`config.mk`:
```
export PLATFORM = sky130hd
export DESIGN_NAME = d_ff_pipe
export DESIGN_NICKNAME = d
export VERILOG_FILES = /design/src/rtl/d_ff_pipe.sv
export SDC_FILE = /design/constraint.sdc
export NUM_CORES = 1
export LEC_CHECK = 0
export CORE_ASPECT_RATIO = 0.5
export CORE_MARGIN = 2
export CORE_UTILIZATION = 32
export CTS_BUF_LIST = sky130_fd_sc_hd__clkbuf_2 sky130_fd_sc_hd__clkbuf_4 sky130_fd_sc_hd__clkbuf_8
export CTS_CLUSTER_DIAMETER = 120
export DETAILED_ROUTE_END_ITERATION = 7
export GPL_TIMING_DRIVEN = 0
export PLACE_DENSITY = 0.6
export SYNTH_ARGS = -nofsm -noshare
export SYNTH_HDL_FRONTEND = slang
export SYNTH_SLANG_ARGS = --single-unit
```
`constraint.sdc`:
```
create_clock -name clk -period 3.64 [get_ports clk]
set_input_delay 0.91 -clock clk [delete_from_list [all_inputs] [get_ports clk]]
set_output_delay 0.91 -clock clk [all_outputs]
set_load 0.02 [all_outputs]
```
`src/rtl/d_ff_pipe.sv`:
```
// Parameterised register pipeline with per-stage valid bits, occupancy count,
// synchronous clear/preset/stall and an async active-low reset with synchronised release.
module d_ff_pipe #(
    parameter int               WIDTH      = 8,
    parameter int               DEPTH      = 4,
    parameter logic [WIDTH-1:0] PRESET_VAL = '1,
    localparam int              CW         = $clog2(DEPTH + 1)
) (
    input  logic             clk,
    input  logic             reset,
    input  logic             preset,
    input  logic             clear,
    input  logic             stall,
    input  logic             in_valid,
    input  logic [WIDTH-1:0] d,
    output logic [WIDTH-1:0] q,
    output logic             out_valid,
    output logic [CW-1:0]    count
);

    logic [WIDTH-1:0] data_q [DEPTH];
    logic [DEPTH-1:0] vld_q;
    logic [CW-1:0]    count_q;
    logic [CW-1:0]    count_shift;
    logic             run_en;

    // Release flop: the edge that samples reset high only arms the pipeline,
    // so the first state change lands on the second edge after release.
    always_ff @(posedge clk or negedge reset) begin
        if (!reset) begin
            run_en <= 1'b0;
        end else begin
            run_en <= 1'b1;
        end
    end

    always_comb begin
        count_shift = count_q + CW'(in_valid) - CW'(vld_q[DEPTH-1]);
    end

    always_ff @(posedge clk or negedge reset) begin
        if (!reset) begin
            for (int k = 0; k < DEPTH; k++) begin
                data_q[k] <= '0;
            end
            vld_q   <= '0;
            count_q <= '0;
        end else if (run_en) begin
            if (clear) begin
                for (int k = 0; k < DEPTH; k++) begin
                    data_q[k] <= '0;
                end
                vld_q   <= '0;
                count_q <= '0;
            end else if (preset) begin
                for (int k = 0; k < DEPTH; k++) begin
                    data_q[k] <= PRESET_VAL;
                end
                vld_q   <= '1;
                count_q <= CW'(DEPTH);
            end else if (!stall) begin
                // Invalid data still shifts; only the valid bits feed the count.
                data_q[0] <= d;
                vld_q[0]  <= in_valid;
                for (int k = 1; k < DEPTH; k++) begin
                    data_q[k] <= data_q[k-1];
                    vld_q[k]  <= vld_q[k-1];
                end
                count_q <= count_shift;
            end
        end
    end

    assign q         = data_q[DEPTH-1];
    assign out_valid = vld_q[DEPTH-1];
    assign count     = count_q;

endmodule
```
# After elaboration in Yosys (flattened, before gate mapping)
# Index checks and enable logic that the tools add are counted.
# totals
in_bits,14
out_inout_bits,12
reg_bits,40
# classes
n_eq_ne,1
n_addsub,2
n_reduce_logical,1
mux,9
# ops
operator,count
32-bit 2-to-1 mux,3
4-bit 2-to-1 mux,3
3-bit 2-to-1 mux,3
3-bit by 1-bit adder with 3-bit output,1
"3-bit inequality test, second input constant",1
3-bit by 1-bit subtractor with 3-bit output,1
2-bit AND reduction,1

# Longest topological paths before layout
# Gate-level depths: netlist (run 1).
# depth
ltp_word,5
ltp_mapped,9
depth_no_buf,9

# Worst setup path after synthesis (run 1)
# No wires, ideal clock.
# synth_path
path_kind,input to register
start,input in_valid
end,"register count_q[2], in the netlist count[2]"
arrival_time_ps,2157
required_time_ps,3514
n_path_buf,0
path_slack_ps,1357
path_stages,6
cell_sequence,ha_1 -> inv_1 -> fa_1 -> xnor2_1 -> or4_1 -> o311a_1
# synth_between
elab_chain_cells,5
# synth_rtl
item,line_no,text
from (decl),14,"input logic in_valid,"
3-bit by 1-bit adder with 3-bit output,38,count_shift = count_q + CW'(in_valid) - CW'(vld_q[DEPTH-1]);
3-bit by 1-bit subtractor with 3-bit output,38,
3-bit 2-to-1 mux,61,end else if (!stall) begin
3-bit 2-to-1 mux,55,end else if (preset) begin
3-bit 2-to-1 mux,49,if (clear) begin
to (signal assigned),60,count_q <= CW'(DEPTH);
to (signal assigned),69,count_q <= count_shift;
to (decl),23,logic [CW-1:0] count_q;
# Every way passes these cells. The select of a mux whose other input is x is not followed.
# A chain may end at the register's enable or synchronous reset.

# Final worst setup path (run 1)
# Ends and elaborated chain as after synthesis.

==> results.json, run 1 <==
{
  "status": "completed",
  "muxShareOfSynthArea": 0.246,
  "synth_fp_nets": 205,
  "yosys.area_share.xor_xnor": 0.00433,
  "clock_sinks": 40,
  "synth_fa_ha_area_frac": 0.0222,
  "cts_tree": "built",
  "portBuffers": 25,
  "vias_per_cell": 4.24,
  "start_util": 0.333,
  "final_layout_size_suffix_gt1_frac": 0.281,
  "finalPower_mw": 1.15,
  "ctsHoldBuffers": 0,
  "track_usage": 0.117,
  "register_area_sq_um": 1000,
  "post-place-ws_ns": 0.761,
  "die_x_um": 116,
  "slew_violations": 0,
  "rsz0062_at_grt": "no",
  "root_buffer": "clkbuf_8",
  "synth-main-ff-cell": "dfrtp_1",
  "end_kind": "register",
  "cp.arrival_ns": 2.73,
  "max-vdd-ir-drop_v": 0.000154,
  "via_count": 1311,
  "synth.yosys.seq_area_share": 0.494,
  "hold_depth": 1,
  "max_clock_freq_mhz": 389,
  "synth-seq-cells": 40,
  "yosysWarnings": 0,
  "grt_first_pass_wirelength_um": 6230,
  "tns_ns": 0,
  "multi_input_area_sq_um": 882,
  "hold_viol": 0,
  "worstSetupPathType": "in2reg",
  "max_slew_margin": 0.412,
  "drt_pre_antenna_iters": 4,
  "drt-total-wl_um": 3650,
  "cap_violations": 0,
  "worst-path-max-fanout": 2,
  "gp_congestion": 0.724,
  "hp-class": "reg2reg",
  "required_ns": 3.80,
  "final.fill_count": 584,
  "clkTransAtPathRegs_ns": 0.07,
  "p_leak_nw": 1.17,
  "wl_per_cell_um": 11.8,
  "ctsResizeCount": 0,
  "synth_top_family_by_area": "multiplexers",
  "dp_hpwl_um": 2570,
  "powerDensity_nw_per_um2": 464,
  "async_flop_share": 1.00,
  "synth_compound_area_frac": 0.0124,
  "drcViolationCount": 0,
  "die_h_um": 60.2,
  "cp-start-kind": "primary input",
  "finalCriticalPeriod_ns": 2.57,
  "syn_to_final_growth_pct": 22.4,
  "ant_nets": 0,
  "coreArea_sq_um": 6080,
  "io_pins": 26,
  "synth_area_per_cell_sq_um": 10.8,
  "synth_top_cell_by_area": "dfrtp_1",
  "synth_edf_count": 0,
  "cts_htree_levels": 2,
  "nNetsFinal": 237,
  "drt_first_iter_violations": 25,
  "yosys-top-cells-area": "dfrtp_1 (49%), mux2_4 (14%), nor2_1 (14%)",
  "grt_max_degree": 41,
  "yosys-top-cells-count": "nor2_1 (75), dfrtp_1 (40), mux2_4 (19), mux2_2 (18), buf_4 (9)",
  "synth_area_sq_um": 2020,
  "dieArea_sq_um": 7020,
  "synthDistinctLibCells": 21,
  "synth.most_common_cell": "nor2_1",
  "worst_slack_ns": 1.07,
  "grt_pass1_vias": 1269,
  "worst_slew_pin_slew_ns": 0.882,
  "synth_simple_gate_area_frac": 0.149,
  "cts.path.max_buffers": 2,
  "setup_viol": 0,
  "finalClockSkew_ns": 0.00922,
  "grt_antenna_before_repair": 0,
  "gr-total-overflow": 0,
  "ff2ff_path_depth": 8,
  "period_share": 0.706,
  "synthCells": 188,
  "synth_top_area_frac": 0.494,
  "cts_buffers": 5,
  "clk_latency_ns": 0.29,
  "cts_setup_buffers": 0,
  "antennaDiodeCount": 0,
  "row_count": 20
}
## registers in the layout (all words and copies together), names as in the netlist
name,count
q,8
vld_q,4
data_q,24
count,3
run_en,1
## area by class of cell
class,instances,share of cell area
plain buffers,20,0.0525
clock buffers,8,0.0394
inverters,3,0.00455
multi-input cells,125,0.356
flip-flops and latches,40,0.404
well taps,88,0.0444
repair buffers,25,0.0990
## stage by stage
stage | hold WS [ns] | std cells | utilization | instance area [sq um]
floorplan | 0.480 | 188 | - | 2020
global placement | 0.490 | 301 | 0.392 | 2380
finish | 0.506 | 309 | 0.407 | 2480
CTS | 0.510 | 309 | 0.407 | 2480
detailed placement | 0.494 | 301 | 0.391 | 2380
global route | 0.520 | 309 | 0.407 | 2480
## final timing paths
| check | from | to | slack [ns] |
|---|---|---|---|
| setup / recovery | in_valid | count[2] | 1.07 |
| hold / removal | q[7] | q[7] | 0.51 |
| setup reg to reg | vld_q[3] | count[2] | 1.46 |
| hold reg to reg | q[7] | q[7] | 0.51 |
| max in group asynchronous | reset | data_q[16] | 2.35 |
| min in group asynchronous | reset | vld_q[1] | 0.74 |
## critical path, stage by stage
cell	delay (ns)
clkdlybuf4s50_1	0.49
ha_1	0.15
inv_1	0.05
fa_1	0.37
xnor2_1	0.14
or4_1	0.48
o311a_1	0.14
## power by group
group | internal, mW | switching [mW] | total (mW)
sequential | 0.508 | 0.0399 | 0.548
clock | 0.170 | 0.148 | 0.317
combinational | 0.165 | 0.120 | 0.285
total | 0.843 | 0.307 | 1.15
## routing by layer
| layer | up-vias | part of all wire | track usage | routed length, um |
|---|---|---|---|---|
| li1 | 655 | - | - | - |
| met1 | 631 | 0.49 | 0.154 | 1790 |
| met2 | 23 | 0.46 | 0.189 | 1680 |
| met3 | 2 | 0.041 | 0.0304 | 149 |
| met4 | 0 | 0.0079 | 0.0408 | 29 |
| met5 | - | 0 | 0 | 0 |
## kinds of logic after synthesis
kind of cell    count (synthesis)
simple gates                   79
mux                            38
other cells                     1
fa+ha+maj                       3
buf+inv                        23
xor+xnor                        1
flops                          40
compound gates                  3
## layout by cell type (no fill, tap or decap), types with 2 or more instances in the layout
cell type	synthesis	routed
nor2_1	75	75
dfrtp_1	40	40
clkdlybuf4s50_1	0	24
mux2_4	19	19
mux2_2	18	18
buf_4	9	9
buf_2	5	6
clkbuf_8	0	6
inv_1	3	3
clkbuf_1	3	3
buf_6	2	2
nand2_1	2	2
ha_1	2	2
clkbuf_4	0	2
No activity file was read; power rests on OpenSTA's default activity.
==> run 2: changes to the inputs <==
==> constraint.sdc (replaced) <==
create_clock -name clk -period 2.6 [get_ports clk]
set_input_delay 0.65 -clock clk [delete_from_list [all_inputs] [get_ports clk]]
set_output_delay 0.65 -clock clk [all_outputs]
set_load 0.02 [all_outputs]
==> results of run 2 <==
The final DEF is identical to that of run 1. Status: completed.
Among the figures that moved: setup slack after placement 0.761 ns -> -0.0186 ns; clock-pin slew on the worst setup and hold paths 0.07 ns -> 0.08 ns; setup slack after layout 1.07 ns -> 0.289 ns; hold slack 0.506 ns -> 0.483 ns; register-to-register setup slack 1.46 ns -> 0.42 ns; total power 1.15 mW -> 1.61 mW; worst IR drop on VDD 0.000154 V -> 0.000215 V
==> run 3: changes to the inputs <==
--- a/config.mk
+++ b/config.mk
@@ -5,6 +5,7 @@
 export SDC_FILE = /design/constraint.sdc
 export NUM_CORES = 1
 export LEC_CHECK = 0
+export ABC_AREA = 1
 export CORE_ASPECT_RATIO = 0.5
 export CORE_MARGIN = 2
 export CORE_UTILIZATION = 32
==> run 3 against run 2 <==
Against the previous run:
- first-iteration DRC count increased to 3.2 times the previous value
- global-route usage decreased by 0.17 points
- die area decreased by 3.7%
- utilization decreased by 1.1 points
- critical path depth decreased by 5
- combinational power decreased by 22%
- area after synthesis decreased by 3.9%
==> results.json, run 3 <==
{
  "status": "completed",
  "cap_violations": 0,
  "startpoint": "q[5]",
  "drt_pre_antenna_iters": 4,
  "synthDistinctLibCells": 17,
  "max-vdd-ir-drop_v": 0.000181,
  "synth_area_per_cell_sq_um": 8.31,
  "grt_antenna_before_repair": 0,
  "drt-total-wl_um": 3570,
  "cp.arrival_ns": 1.33,
  "antennaDiodeCount": 0,
  "largest_reg_flops": 24,
  "hold_viol": 0,
  "finalClockSkew_ns": 0.00404,
  "synth.yosys.seq_area_share": 0.514,
  "row_count": 20,
  "ctsResizeCount": 0,
  "synth_top_cell_by_area": "dfrtp_1",
  "worst-path-max-fanout": 2,
  "cts_buffers": 5,
  "clk_latency_ns": 0.29,
  "period_share": 0.763,
  "required_ns": 1.95,
  "dp_hpwl_um": 2440,
  "finalCriticalPeriod_ns": 1.98,
  "max_slew_margin": 0.402,
  "synth_area_sq_um": 1950,
  "powerDensity_nw_per_um2": 609,
  "gr-total-overflow": 0,
  "clock_sinks": 40,
  "setup_viol": 0,
  "layout_common_cells": "nand2_1 (117), dfrtp_1 (40), or2_2 (36)",
  "grt_max_degree": 41,
  "wl_per_cell_um": 10.4,
  "syn_to_final_growth_pct": 21.7,
  "cts.path.max_buffers": 2,
  "gp_congestion": 0.746,
  "register_area_sq_um": 1000,
  "coreArea_sq_um": 5980,
  "finalPower_mw": 1.44,
  "tns_ns": 0,
  "reg2reg_slack_ns": 0.74,
  "synth-seq-cells": 40,
  "rr_startpoint": "vld_q[3]",
  "ant_nets": 0,
  "p_leak_nw": 1.23,
  "ff2ff_path_depth": 11,
  "crit_path_max_incr_delay_ns": 0.59,
  "root_buffer": "clkbuf_8",
  "dieArea_sq_um": 6760,
  "final_layout_size_suffix_gt1_frac": 0.233,
  "largest_register": "data_q",
  "cts_tree": "built",
  "synth_top_area_frac": 0.514,
  "cp-start-kind": "register",
  "yosys-top-cells-count": "nand2_1 (117), dfrtp_1 (40), or2_2 (36), buf_4 (12), inv_1 (7)",
  "nNetsFinal": 283,
  "slowest_stage": "clkdlybuf4s50_1",
  "synthCells": 234,
  "ctsHoldBuffers": 0,
  "async_flop_share": 1.00,
  "track_usage": 0.115,
  "via_count": 1462,
  "final.fill_count": 614,
  "yosysWarnings": 0,
  "timing.rr.end": "count[2]",
  "synth.most_common_cell": "nand2_1",
  "hp-start": "data_q[24]",
  "post_dp_cell_area_sq_um": 2290,
  "drt_first_iter_violations": 81,
  "worst_slew_pin_slew_ns": 0.898,
  "multi_input_area_sq_um": 779,
  "io_pins": 26,
  "hold_depth": 2,
  "clkTransAtPathRegs_ns": 0.07,
  "layout_commonest_cell": "nand2_1",
  "worstSetupPathType": "reg2out",
  "cts_setup_buffers": 0,
  "slew_violations": 0,
  "hold_slack_ns": 0.472,
  "rsz0062_at_grt": "no",
  "max_clock_freq_mhz": 504,
  "path_cells": "buf_4 > clkdlybuf4s50_1",
  "synth_fp_nets": 251,
  "hp-class": "reg2reg",
  "die_h_um": 59.1,
  "start_util": 0.325,
  "die_x_um": 114,
  "drcViolationCount": 0,
  "grt_pass1_vias": 1375,
  "end_kind": "output port",
  "final_area_sq_um": 2370,
  "holdPathEnd": "data_q[24]",
  "portBuffers": 25,
  "synth_edf_count": 0,
  "cts_htree_levels": 2,
  "vias_per_cell": 4.26,
  "synth-main-ff-cell": "dfrtp_1",
  "grt_first_pass_wirelength_um": 6110,
  "yosys-top-cells-area": "dfrtp_1 (51%), nand2_1 (23%), or2_2 (12%)"
}
==> run 3: cell types whose count changed after synthesis, sizes merged, moves of 2 or more <==
cell and delta:
nand2 +116, nand3 +4, o21ai +2, or2 +36
mux2 -37, buf -2, nor2 -73, inv +4
==> run 3: metal layers <==
layer  vias to the layer above  track usage  part of all wire
met1                       689        0.151              0.50
met2                        16        0.185              0.46
met3                         5       0.0297             0.031
met4                         0       0.0470             0.014
met5                         -            0                 0
li1                        752            -                 -
==> run 3: cells by family (layout without fill, tap and decap cells) <==
family	Yosys count	in the layout	share of synthesized area
and+or+nand+nor	161	161	0.367
DFF	40	40	0.514
buffers and inverters	26	58	0.0849
adders and majority gates	3	3	0.0231
AOI/OAI and AO/OA	3	3	0.00900
other	1	1	0.00193
==> run 3: layout make-up <==
class,instances,area share
clock buffers,6,0.0322
clock inverters,1,0.00211
flip-flops and latches,40,0.423
plain buffers,19,0.0586
inverters,7,0.0111
well taps,77,0.0407
repair buffers,25,0.104
multi-input cells,168,0.329
==> run 3: through the flow <==
stage | std cells | utilization | worst slack [ns]
CTS | 343 | 0.396 | 0.590
finish | 343 | 0.396 | 0.616
detailed placement | 336 | 0.382 | 0.338
floorplan | 234 | - | 0.786
global route | 343 | 0.396 | 0.505
global placement | 336 | 0.383 | -0.113
==> run 3: worst max-delay path: cells and delay by family (launching register included) <==
| family | cells | cell delay [ns] |
|---|---|---|
| buf+inv | 2 | 0.69 |
| flops | 1 | 0.36 |
==> run 3: where the power goes <==
group	leakage [nW]	total [mW]	switching, mW	internal (mW)
clock	0.0445	0.396	0.203	0.193
sequential	0.511	0.733	0.0397	0.694
combinational	0.674	0.314	0.155	0.159
==> run 3: how the worst max path moves through the flow <==
stage / to / slack, ns / cells past startpoint
finish: q[5] / 0.62 / 2
global route: q[2] / 0.51 / 6
CTS: count[2] / 0.59 / 1
detailed placement: count[2] / 0.34 / 10
global placement: q[1] / -0.11 / 1
floorplan: count[2] / 0.79 / 12
